`src/rtl/psimd_instr_queue.sv`:
```
// PSIMD instruction queue: DEPTH-entry FIFO that pre-decodes its head entry into
// PSIMD fields and an operation class, with illegal-opcode and overflow tracking.
module psimd_instr_queue #(
   parameter int DEPTH = 8,
   parameter int CNT_W = 16
) (
   input  logic                       clk,
   input  logic                       rst_n,
   input  logic                       flush,
   input  logic [31:0]                in_instr,
   input  logic                       in_valid,
   output logic                       in_ready,
   output logic                       out_valid,
   input  logic                       out_ready,
   output logic [31:0]                out_instr,
   output logic [6:0]                 out_opcode,
   output logic [4:0]                 out_rd,
   output logic [2:0]                 out_funct3,
   output logic [4:0]                 out_rs1,
   output logic [4:0]                 out_rs2,
   output logic [1:0]                 out_fmt,
   output logic [4:0]                 out_funct5,
   output logic [1:0]                 out_opcls,
   output logic [$clog2(DEPTH):0]     count,
   output logic                       overflow_err,
   output logic [CNT_W-1:0]           illegal_cnt
);

   localparam int AW = $clog2(DEPTH);
   localparam int CW = AW + 1;

   localparam logic [6:0] OP_VALU  = 7'b1011011;
   localparam logic [6:0] OP_LOAD  = 7'b0011011;
   localparam logic [6:0] OP_STORE = 7'b0111011;

   function automatic logic [1:0] op_class(input logic [6:0] op);
      case (op)
         OP_VALU:  op_class = 2'd0;
         OP_LOAD:  op_class = 2'd1;
         OP_STORE: op_class = 2'd2;
         default:  op_class = 2'd3;
      endcase
   endfunction

   logic [31:0]      mem_q [DEPTH];
   logic [AW-1:0]    wr_ptr_q, wr_ptr_d;
   logic [AW-1:0]    rd_ptr_q, rd_ptr_d;
   logic [CW-1:0]    count_q, count_d;
   logic             overflow_q, overflow_d;
   logic [CNT_W-1:0] illegal_cnt_q, illegal_cnt_d;

   logic        accept;
   logic        enq;
   logic        deq;
   logic [31:0] head;

   // Handshake: a transfer happens on a cycle where valid && ready are both high at
   // the rising edge; in_ready depends only on registered occupancy, never on out_ready.
   assign in_ready  = (count_q != CW'(DEPTH));
   assign out_valid = (count_q != '0);
   assign accept    = in_valid && in_ready && !flush;
   assign enq       = accept && (in_instr != 32'h0);
   assign deq       = out_valid && out_ready && !flush;

   always_comb begin
      wr_ptr_d      = wr_ptr_q;
      rd_ptr_d      = rd_ptr_q;
      count_d       = count_q;
      overflow_d    = overflow_q;
      illegal_cnt_d = illegal_cnt_q;
      if (in_valid && !in_ready && (in_instr != 32'h0) && !flush) begin
         overflow_d = 1'b1;
      end
      if (flush) begin
         wr_ptr_d = '0;
         rd_ptr_d = '0;
         count_d  = '0;
      end else begin
         if (enq) begin
            wr_ptr_d = wr_ptr_q + AW'(1);
         end
         if (deq) begin
            rd_ptr_d = rd_ptr_q + AW'(1);
         end
         case ({enq, deq})
            2'b10:   count_d = count_q + CW'(1);
            2'b01:   count_d = count_q - CW'(1);
            default: count_d = count_q;
         endcase
         // Bubbles are never enqueued, so they never count as illegal.
         if (enq && (op_class(in_instr[6:0]) == 2'd3) && (illegal_cnt_q != '1)) begin
            illegal_cnt_d = illegal_cnt_q + CNT_W'(1);
         end
      end
   end

   always_ff @(posedge clk) begin
      if (!rst_n) begin
         wr_ptr_q      <= '0;
         rd_ptr_q      <= '0;
         count_q       <= '0;
         overflow_q    <= 1'b0;
         illegal_cnt_q <= '0;
      end else begin
         wr_ptr_q      <= wr_ptr_d;
         rd_ptr_q      <= rd_ptr_d;
         count_q       <= count_d;
         overflow_q    <= overflow_d;
         illegal_cnt_q <= illegal_cnt_d;
      end
   end

   // Storage needs no reset: the head is masked to zero whenever the queue is empty.
   always_ff @(posedge clk) begin
      if (rst_n && enq) begin
         mem_q[wr_ptr_q] <= in_instr;
      end
   end

   assign head         = out_valid ? mem_q[rd_ptr_q] : 32'h0;
   assign out_instr    = head;
   assign out_opcode   = head[6:0];
   assign out_rd       = head[11:7];
   assign out_funct3   = head[14:12];
   assign out_rs1      = head[19:15];
   assign out_rs2      = head[24:20];
   assign out_fmt      = head[26:25];
   assign out_funct5   = head[31:27];
   assign out_opcls    = out_valid ? op_class(head[6:0]) : 2'd0;
   assign count        = count_q;
   assign overflow_err = overflow_q;
   assign illegal_cnt  = illegal_cnt_q;

endmodule
```
`config.mk`:
```
export PLATFORM = sky130hd
export DESIGN_NAME = psimd_instr_queue
export DESIGN_NICKNAME = d
export VERILOG_FILES = /design/src/rtl/psimd_instr_queue.sv
export SDC_FILE = /design/constraint.sdc
export NUM_CORES = 1
export LEC_CHECK = 0
export ABC_AREA = 1
export CORE_ASPECT_RATIO = 0.9
export CORE_MARGIN = 3
export CORE_UTILIZATION = 50
export CTS_BUF_LIST = sky130_fd_sc_hd__clkbuf_4
export DETAILED_ROUTE_END_ITERATION = 8
export HOLD_SLACK_MARGIN = 0.02
export PLACE_DENSITY = 0.72
export SLEW_MARGIN = 30
export SYNTH_ARGS = -nofsm -noshare
export SYNTH_HDL_FRONTEND = slang
export SYNTH_SLANG_ARGS = --single-unit
```
`constraint.sdc`:
```
create_clock -name clk -period 11.3 [get_ports clk]
set_clock_uncertainty 0.2 [all_clocks]
set_input_delay 2.825 -clock clk [delete_from_list [all_inputs] [get_ports clk]]
set_output_delay 2.825 -clock clk [all_outputs]
set_load 0.02 [all_outputs]
```
# After elaboration in Yosys (flattened, before gate mapping)
# Memory sizes are Yosys's and may differ from the RTL's. A register that Yosys moved wholly into a read port is not among the register bits.
# Cells that the tools add are included.
[op_classes]
reduce_logical = 18
bitwise_logic = 2
n_mux = 10
addsub = 5
n_eq_ne = 11
[op_table]
columns = ["operator", "n"]
rows = [
  ["32-bit two-way mux", 1],
  ["32-bit nonzero test", 1],
  ["16-bit by 1-bit adder with 16-bit output, second input constant", 1],
  ["16-bit != test, second input constant", 1],
  ["7-bit by 5-bit == test with 1-bit output, second input constant", 2],
  ["7-bit by 6-bit == test with 1-bit output, second input constant", 2],
  ["7-bit == test, second input constant", 2],
  ["2-bit case mux with 3 select lines", 2],
  ["1-bit logical AND", 11],
  ["4-bit case mux with 2 select lines", 1],
  ["3-bit by 1-bit adder with 3-bit output, second input constant", 2],
  ["3-bit two-way mux", 2],
  ["4-bit by 1-bit adder with 4-bit output, second input constant", 1],
  ["2-bit == test, second input constant", 2],
  ["2-bit two-way mux", 2],
  ["4-bit != test, second input constant", 1],
  ["4-bit nonzero test", 1],
  ["4-bit by 1-bit subtractor with 4-bit output, second input constant", 1],
  ["2-bit by 1-bit == test with 1-bit output, second input constant", 1],
  ["1-bit zero test", 2],
  ["1-bit two-way mux", 2],
  ["1-bit inverter", 2],
  ["2-bit AND reduction", 1],
  ["2-bit nonzero test", 1],
  ["2-bit OR reduction", 1],
]
[totals]
n_memories = 1
mem_bits_rw = 256
input_bits = 37
ff_bits = 27
[memory_table]
columns = ["memory", "depth", "word_bits", "read_ports", "rd_clocked_by_memory_dff", "wr", "line_no", "rtl"]
rows = [
  ["mem_q", 8, 32, 1, 1, 1, "45", "logic [31:0] mem_q [DEPTH];"],
]

# Logic depth before layout (Yosys ltp)
# Gate-level depths: netlist of the first run.
[logic_depth]
depth_word = 7
mapped_depth = 13

# Least setup slack after synthesis of the first run
# OpenSTA, ideal clock, no wires.
[synth_path]
kind = "input-to-reg"
from = "input port in_valid"
to = "memory mem_q[4][0] (enable)"
path_slack_ns = 5.025
arrival_time_ns = 5.614
setup_time_ns = 0.461
stages = 6
path_cell_list = "nand2_1 -> nor2_2 -> o21a_1 -> buf_6 -> nand2_2 -> nor3_1"
[synth_between]
elab_chain_cells = 6
[synth_rtl]
columns = ["element", "line_no", "rtl"]
rows = [
  ["from (decl)", "11", "input logic in_valid,"],
  ["1-bit logical AND (2 in a row)", "61", "assign accept = in_valid && in_ready && !flush;"],
  ["1-bit logical AND", "62", "assign enq = accept && (in_instr != 32'h0);"],
  ["1-bit logical AND", "115", "if (rst_n && enq) begin"],
  ["1-bit two-way mux", "115", ""],
  ["1-bit two-way mux (implied by the code)", "116", "mem_q[wr_ptr_q] <= in_instr;"],
  ["to (decl)", "45", ""],
]
# Every way passes these cells.

==> results.toml, run 1 <==
[power]
p_total_mw = 2.15
p_leak_nw = 5.06
ir_worst_vdd_uv = 69.0
power_density_nw_per_um2 = 150

[global_routing]
grt_pass1_vias = 8550
antenna_found_initial = 1
grt_pass1_wl_microns = 44600
grt_overflow_total = 0
grt_max_degree = 74
grt_usage = 0.215

[sta]
post-route-period-util = 0.625
fin_setup_tns_ns = 0
slew_viol_final = 0
hold_violations = 0
period_needed_ns = 7.06
rsz0062_at_grt = "false"
setup_viol = 0
fmax_ghz = 0.142
relSlewSlack = 0.495
max_slew.worst_pin.slew_ns = 0.757

[die]
core_region_area_sq_um = 23600
start_util = 0.515
die_w_microns = 170
rows = 53
ios = 126
die_area_sq_um = 26200
fp.dieH_microns = 154

[setup_path]
critPathKind = "register to primary output"
cp_slowest_cell = "clkdlybuf4s50_1"
critPathBufInv = 4
crit_fanout = 65
crit_chain = "buf_4, clkinv_1, buf_4, nor2_1, nand2_1, nand2_1, nor2_1, nor2_1, nor2_1, nand3_1, nand2_1, nand2_1, clkdlybuf4s50_1"
critPathMaxStageDelay_ns = 0.62
setup.worst_path.start_class = "register"
crit_required_ns = 8.28
rr_worst_depth = 8
cp.arrival_ns = 4.03
critPathCaptureType = "primary output"
crit_family = "buffers and inverters"
cp_num_cells = 13

[synthesis]
syn_nets = 1137
yosysMostFrequentCell = "edfxtp_1"
synth_area_leaders = "edfxtp_1 (63%), nor2_1 (6.7%), o21ai_0 (5.3%)"
netlist_area_sq_um = 12200
synthArstFlopShare = 0
ys_seq_elements = 286
synth_top_cell_by_area = "edfxtp_1"
syn_inst = 1094
ys_warn_count = 0
synth_cell_types = 33
yosysSeqAreaShare = 0.681
avgSynthCellArea_sq_um = 11.1
yosysTopAreaCellShare = 0.632
synth_edf_count = 256
netlist_top_cells_count = "edfxtp_1 (256), nor2_1 (217), o21ai_0 (128), nand2_1 (127), nand3_1 (55)"
synth_top_flop_cell = "edfxtp_1"

[placed_design]
placed_cells = 1449
dpl.hpwl_microns = 15500
gp_congestion = 0.840
port_buffers = 125

[clocking]
cts_root_buffer = "clkbuf_4"
htreeDepth = 3
hold_buffers = 0
cts_sinks = 286
post-cts-setup-buffers = 0
cts_buffers = 73
clk-insertion-delay-late_ns = 0.65
clock_path_buffers = 3
cts_resized = 0
cts_tree = "built"
clkSlewWorstSetupHoldPaths_ns = 0.06

[final_layout]
drive_gt1_frac = 0.122
post-route-util = 0.610
final_cells = 1581
layout.nets = 1266
filler_cell_count = 1882
syn_to_final_growth_pct = 18.3

[job]
drv_cap = 0

[routing]
detail-route-antenna-nets = 0
wl_per_cell_microns = 17.7
drt_iter0_markers = 801
drc = 0
drt-pass1-iter-count = 7
vias = 8596
vias_per_cell = 5.44
drt-total-wl_microns = 28000

[outcome]
status = "completed"

[worst_hold_path]
hold_class = "register to register"
min_path_cells = 2
[final timing paths]
check,slack (ns),to,startpoint
worst max-delay path,4.24,out_opcls[0],register
worst min-delay path,0.26,register,rd_ptr_q[2]
worst max register to register,7.78,mem_q[3][7],count[1]
worst min register to register,0.26,register,rd_ptr_q[2]
[where the power goes]
group          internal [mW]  switching, mW  leakage, nW
clock                  0.445          0.401        0.550
sequential              1.16        0.00394         2.55
combinational         0.0575         0.0903         1.96
[metrics by stage]
| step | hold WS [ns] | instance area [sq um] | worst slack [ns] |
|---|---|---|---|
| 6_report | 0.263 | 14400 | 4.24 |
| 3_5_place_dp | 0.261 | 13500 | 4.89 |
| 5_1_grt | 0.306 | 14400 | 3.96 |
| 3_3_place_gp | 0.251 | 13400 | 4.94 |
| 2_1_floorplan | 0.236 | 12200 | 5.03 |
| 4_1_cts | 0.267 | 14400 | 4.19 |
[cell type report]
| type | instances | area [sq um] | share of cell area |
|---|---|---|---|
| diodes | 1 | 2.50 | 0.000174 |
| clock buffers | 110 | 826 | 0.0574 |
| clock inverters | 20 | 78.8 | 0.00548 |
| inverters | 53 | 201 | 0.0140 |
| multi-input cells | 667 | 3200 | 0.222 |
| flip-flops and latches | 286 | 8290 | 0.576 |
| well taps | 302 | 378 | 0.0263 |
| repair buffers | 142 | 1420 | 0.0986 |
[tightest hold or removal path, delay by kind of cell (launching register included)]
kind            cells  cell delay [ns]
compound gates      1             0.07
buf+inv             1             0.06
flops               1             0.30
[cells in the final DEF, fill, tap and decap left out, types with 2 or more instances in the layout]
cell type          n
clkinv_1          16
clkdlybuf4s50_1  125
o21ai_1           14
nand2_1          127
xnor2_1            6
buf_4             15
a21oi_1           30
nor3_2             4
ha_1               6
o22ai_1           50
nand3_2            2
nand2_2            2
edfxtp_1         256
clkbuf_4         110
o21ai_0          128
buf_16             2
inv_2              3
nor2_1           213
xor2_1            11
inv_1             50
clkinv_2           3
dfxtp_1           28
nor2_4             7
nand4_1            5
nand3_1           55
[flip-flops by register name (all words and copies together), names as in the netlist, named ones only]
register / flops
overflow_err: 1
mem_q: 256
wr_ptr_q: 3
count: 4
illegal_cnt: 16
rd_ptr_q: 3
[per-layer routing]
layer  global-route usage  wire (microns)  vias to the layer above
met5                    0               0                        -
met4               0.0769             548                        0
met3               0.0496            2090                       60
met2                0.338           13200                      353
met1                0.297           12200                     4072
li1                     -               -                     4111
[cells by family (layout without fill, tap and decap cells)]
group | Yosys count | in the layout | share of synthesized area
AND/OR/NAND/NOR | 420 | 420 | 0.142
flip-flops | 286 | 286 | 0.681
AO/OA/AOI/OAI | 224 | 224 | 0.0978
buffers and inverters | 141 | 325 | 0.0601
XOR/XNOR | 17 | 17 | 0.0122
adder cells (fa/ha/maj) | 6 | 6 | 0.00617
other | 0 | 1 | 0
(Power assumes the default switching activity.)
==> run 2: changes to the inputs <==
--- a/config.mk
+++ b/config.mk
@@ -12,7 +12,7 @@
 export CTS_BUF_LIST = sky130_fd_sc_hd__clkbuf_4
 export DETAILED_ROUTE_END_ITERATION = 8
 export HOLD_SLACK_MARGIN = 0.02
-export PLACE_DENSITY = 0.72
+export PLACE_DENSITY = 0.74
 export SLEW_MARGIN = 30
 export SYNTH_ARGS = -nofsm -noshare
 export SYNTH_HDL_FRONTEND = slang
==> constraint.sdc (replaced) <==
create_clock -name clk -period 5.7 [get_ports clk]
set_clock_uncertainty 0.2 [all_clocks]
set_input_delay 1.425 -clock clk [delete_from_list [all_inputs] [get_ports clk]]
set_output_delay 1.425 -clock clk [all_outputs]
set_load 0.02 [all_outputs]
==> run 2 against run 1 <==
Effect of this change:
- worst setup slack worse by 3.7 ns
- utilization up 0.33 points
- wire length grew 0.84%
- critical path depth down 4
- die area is the same
- clock-buffer cell count fell by 2
- via count up 0.97%
- power is 100% higher
- non-clock buffer count rose by 5
- clock power is 110% higher
- first-iteration DRC count grew 4.9%
- highest routed layer is now met5
==> results.toml, run 2 (synthesis results as in run 1) <==
[die]
start_util = 0.515
die_w_microns = 170
die_area_sq_um = 26200
ios = 126
fp.dieH_microns = 154
core_region_area_sq_um = 23600
rows = 53

[sta]
fmax_ghz = 0.194
slew_viol_final = 0
rsz0062_at_grt = "false"
setup_viol = 0
post-route-period-util = 0.902
fin_setup_tns_ns = 0
period_needed_ns = 5.14
max_slew.worst_pin.slew_ns = 0.850
hold_violations = 0
relSlewSlack = 0.433

[routing]
drt-pass1-iter-count = 5
wl_per_cell_microns = 17.9
vias = 8679
vias_per_cell = 5.50
detail-route-antenna-nets = 0
drt_iter0_markers = 840
drt-total-wl_microns = 28200
drc = 0

[setup_path]
crit_chain = "inv_1, nand2_1, nor2_1, nor2_1, nor2_1, nand3_1, nand2_1, nand2_1, clkdlybuf4s50_1"
cp.arrival_ns = 3.52
crit_required_ns = 4.07
cp_slowest_cell = "dfxtp_1"
critPathCaptureType = "primary output"
critPathMaxStageDelay_ns = 0.75
setup.worst_path.start_class = "register"
critPathBufInv = 2
crit_family = "buffers and inverters"
crit_fanout = 15
critPathKind = "register to primary output"

[clocking]
cts_resized = 0
clk-insertion-delay-late_ns = 0.65
hold_buffers = 0
cts_tree = "built"
htreeDepth = 3
cts_buffers = 73
clkSlewWorstSetupHoldPaths_ns = 0.07
cts_sinks = 286
cts_root_buffer = "clkbuf_4"
clock_path_buffers = 3
post-cts-setup-buffers = 0

[final_layout]
largest_register = "mem_q"
post-route-util = 0.613
layout.nets = 1271
final_common_cell = "edfxtp_1"
layout_common_cells = "edfxtp_1 (256), nor2_1 (213), o21ai_0 (128)"
largest_reg_flops = 256
final_cells = 1579
syn_to_final_growth_pct = 19.0
drive_gt1_frac = 0.126

[placed_design]
port_buffers = 125
gp_congestion = 0.803
placed_cells = 1455
dpl.hpwl_microns = 16300

[global_routing]
antenna_found_initial = 2
grt_overflow_total = 0
grt_pass1_vias = 8643
grt_pass1_wl_microns = 44700
grt_max_degree = 89
grt_usage = 0.216

[power]
power.share.sequential = 0.526
switchingPower_mw = 0.967
pwr-share-comb = 0.068
p_int_mw = 3.41
clockPowerShare = 0.406
p_sw_frac = 0.221
ir_worst_vdd_uv = 156
p_leak_nw = 5.09
power_density_nw_per_um2 = 302

[worst_hold_path]
hold_class = "register to register"

[outcome]
status = "completed"

[job]
drv_cap = 0
==> run 2: cell count changes in the layout (fill, tap and decap cells not counted), sizes merged <==
cell / previous run / this run
bufinv: 0 / 3
buf: 17 / 22
clkbuf: 110 / 108
clkinv: 19 / 10
inv: 54 / 55
==> run 2: tightest hold or removal path: stages, from the launching register on <==
cell and delay (ns):
dfxtp_1 0.32, nand2_1 0.08, a21oi_1 0.06
==> run 2: power groups by stage <==
stage	logic [mW]	clock network [mW]	registers [mW]
floorplan	0.159	0	2.35
global placement	0.292	0	2.34
detailed placement	0.297	0	2.34
CTS	0.298	1.81	2.30
global route	0.322	1.93	2.30
finish	0.297	1.78	2.30
==> run 2: final timing paths <==
path | startpoint | to | slack [ns] | depth (start not counted)
worst max register to register | count[2] | mem_q[1][26] | 2.44 | 8
worst min register to register | rd_ptr_q[0] | register | 0.29 | 2
worst max-delay path | register | out_opcls[0] | 0.56 | 9
worst min-delay path | rd_ptr_q[0] | register | 0.29 | 2
==> run 2: final cells by class <==
cell class | count | area [sq um]
repair buffers | 147 | 1450
diodes | 1 | 2.50
fillers | 1876 | 9140
multi-input cells | 667 | 3200
inverters | 53 | 201
well taps | 302 | 378
clock buffers | 108 | 811
clock inverters | 15 | 136
flip-flops and latches | 286 | 8290
==> run 2: metal layers <==
layer	vias to the layer above	GRT usage	part of all wire
li1	4115	-	-
met3	48	0.0465	0.083
met5	-	0	0.00071
met1	4114	0.304	0.43
met2	400	0.331	0.47
met4	2	0.0819	0.017
==> run 2: per-stage QoR <==
stage	hold WS (ns)	setup slack [ns]	power (mW)	cell area [sq um]
3_3_place_gp	0.252	0.994	2.64	13500
3_5_place_dp	0.267	0.958	2.64	13500
6_report	0.288	0.558	4.37	14500
5_1_grt	0.309	0.297	4.54	14500
2_1_floorplan	0.236	0.825	2.51	12200
4_1_cts	0.272	0.525	4.41	14500
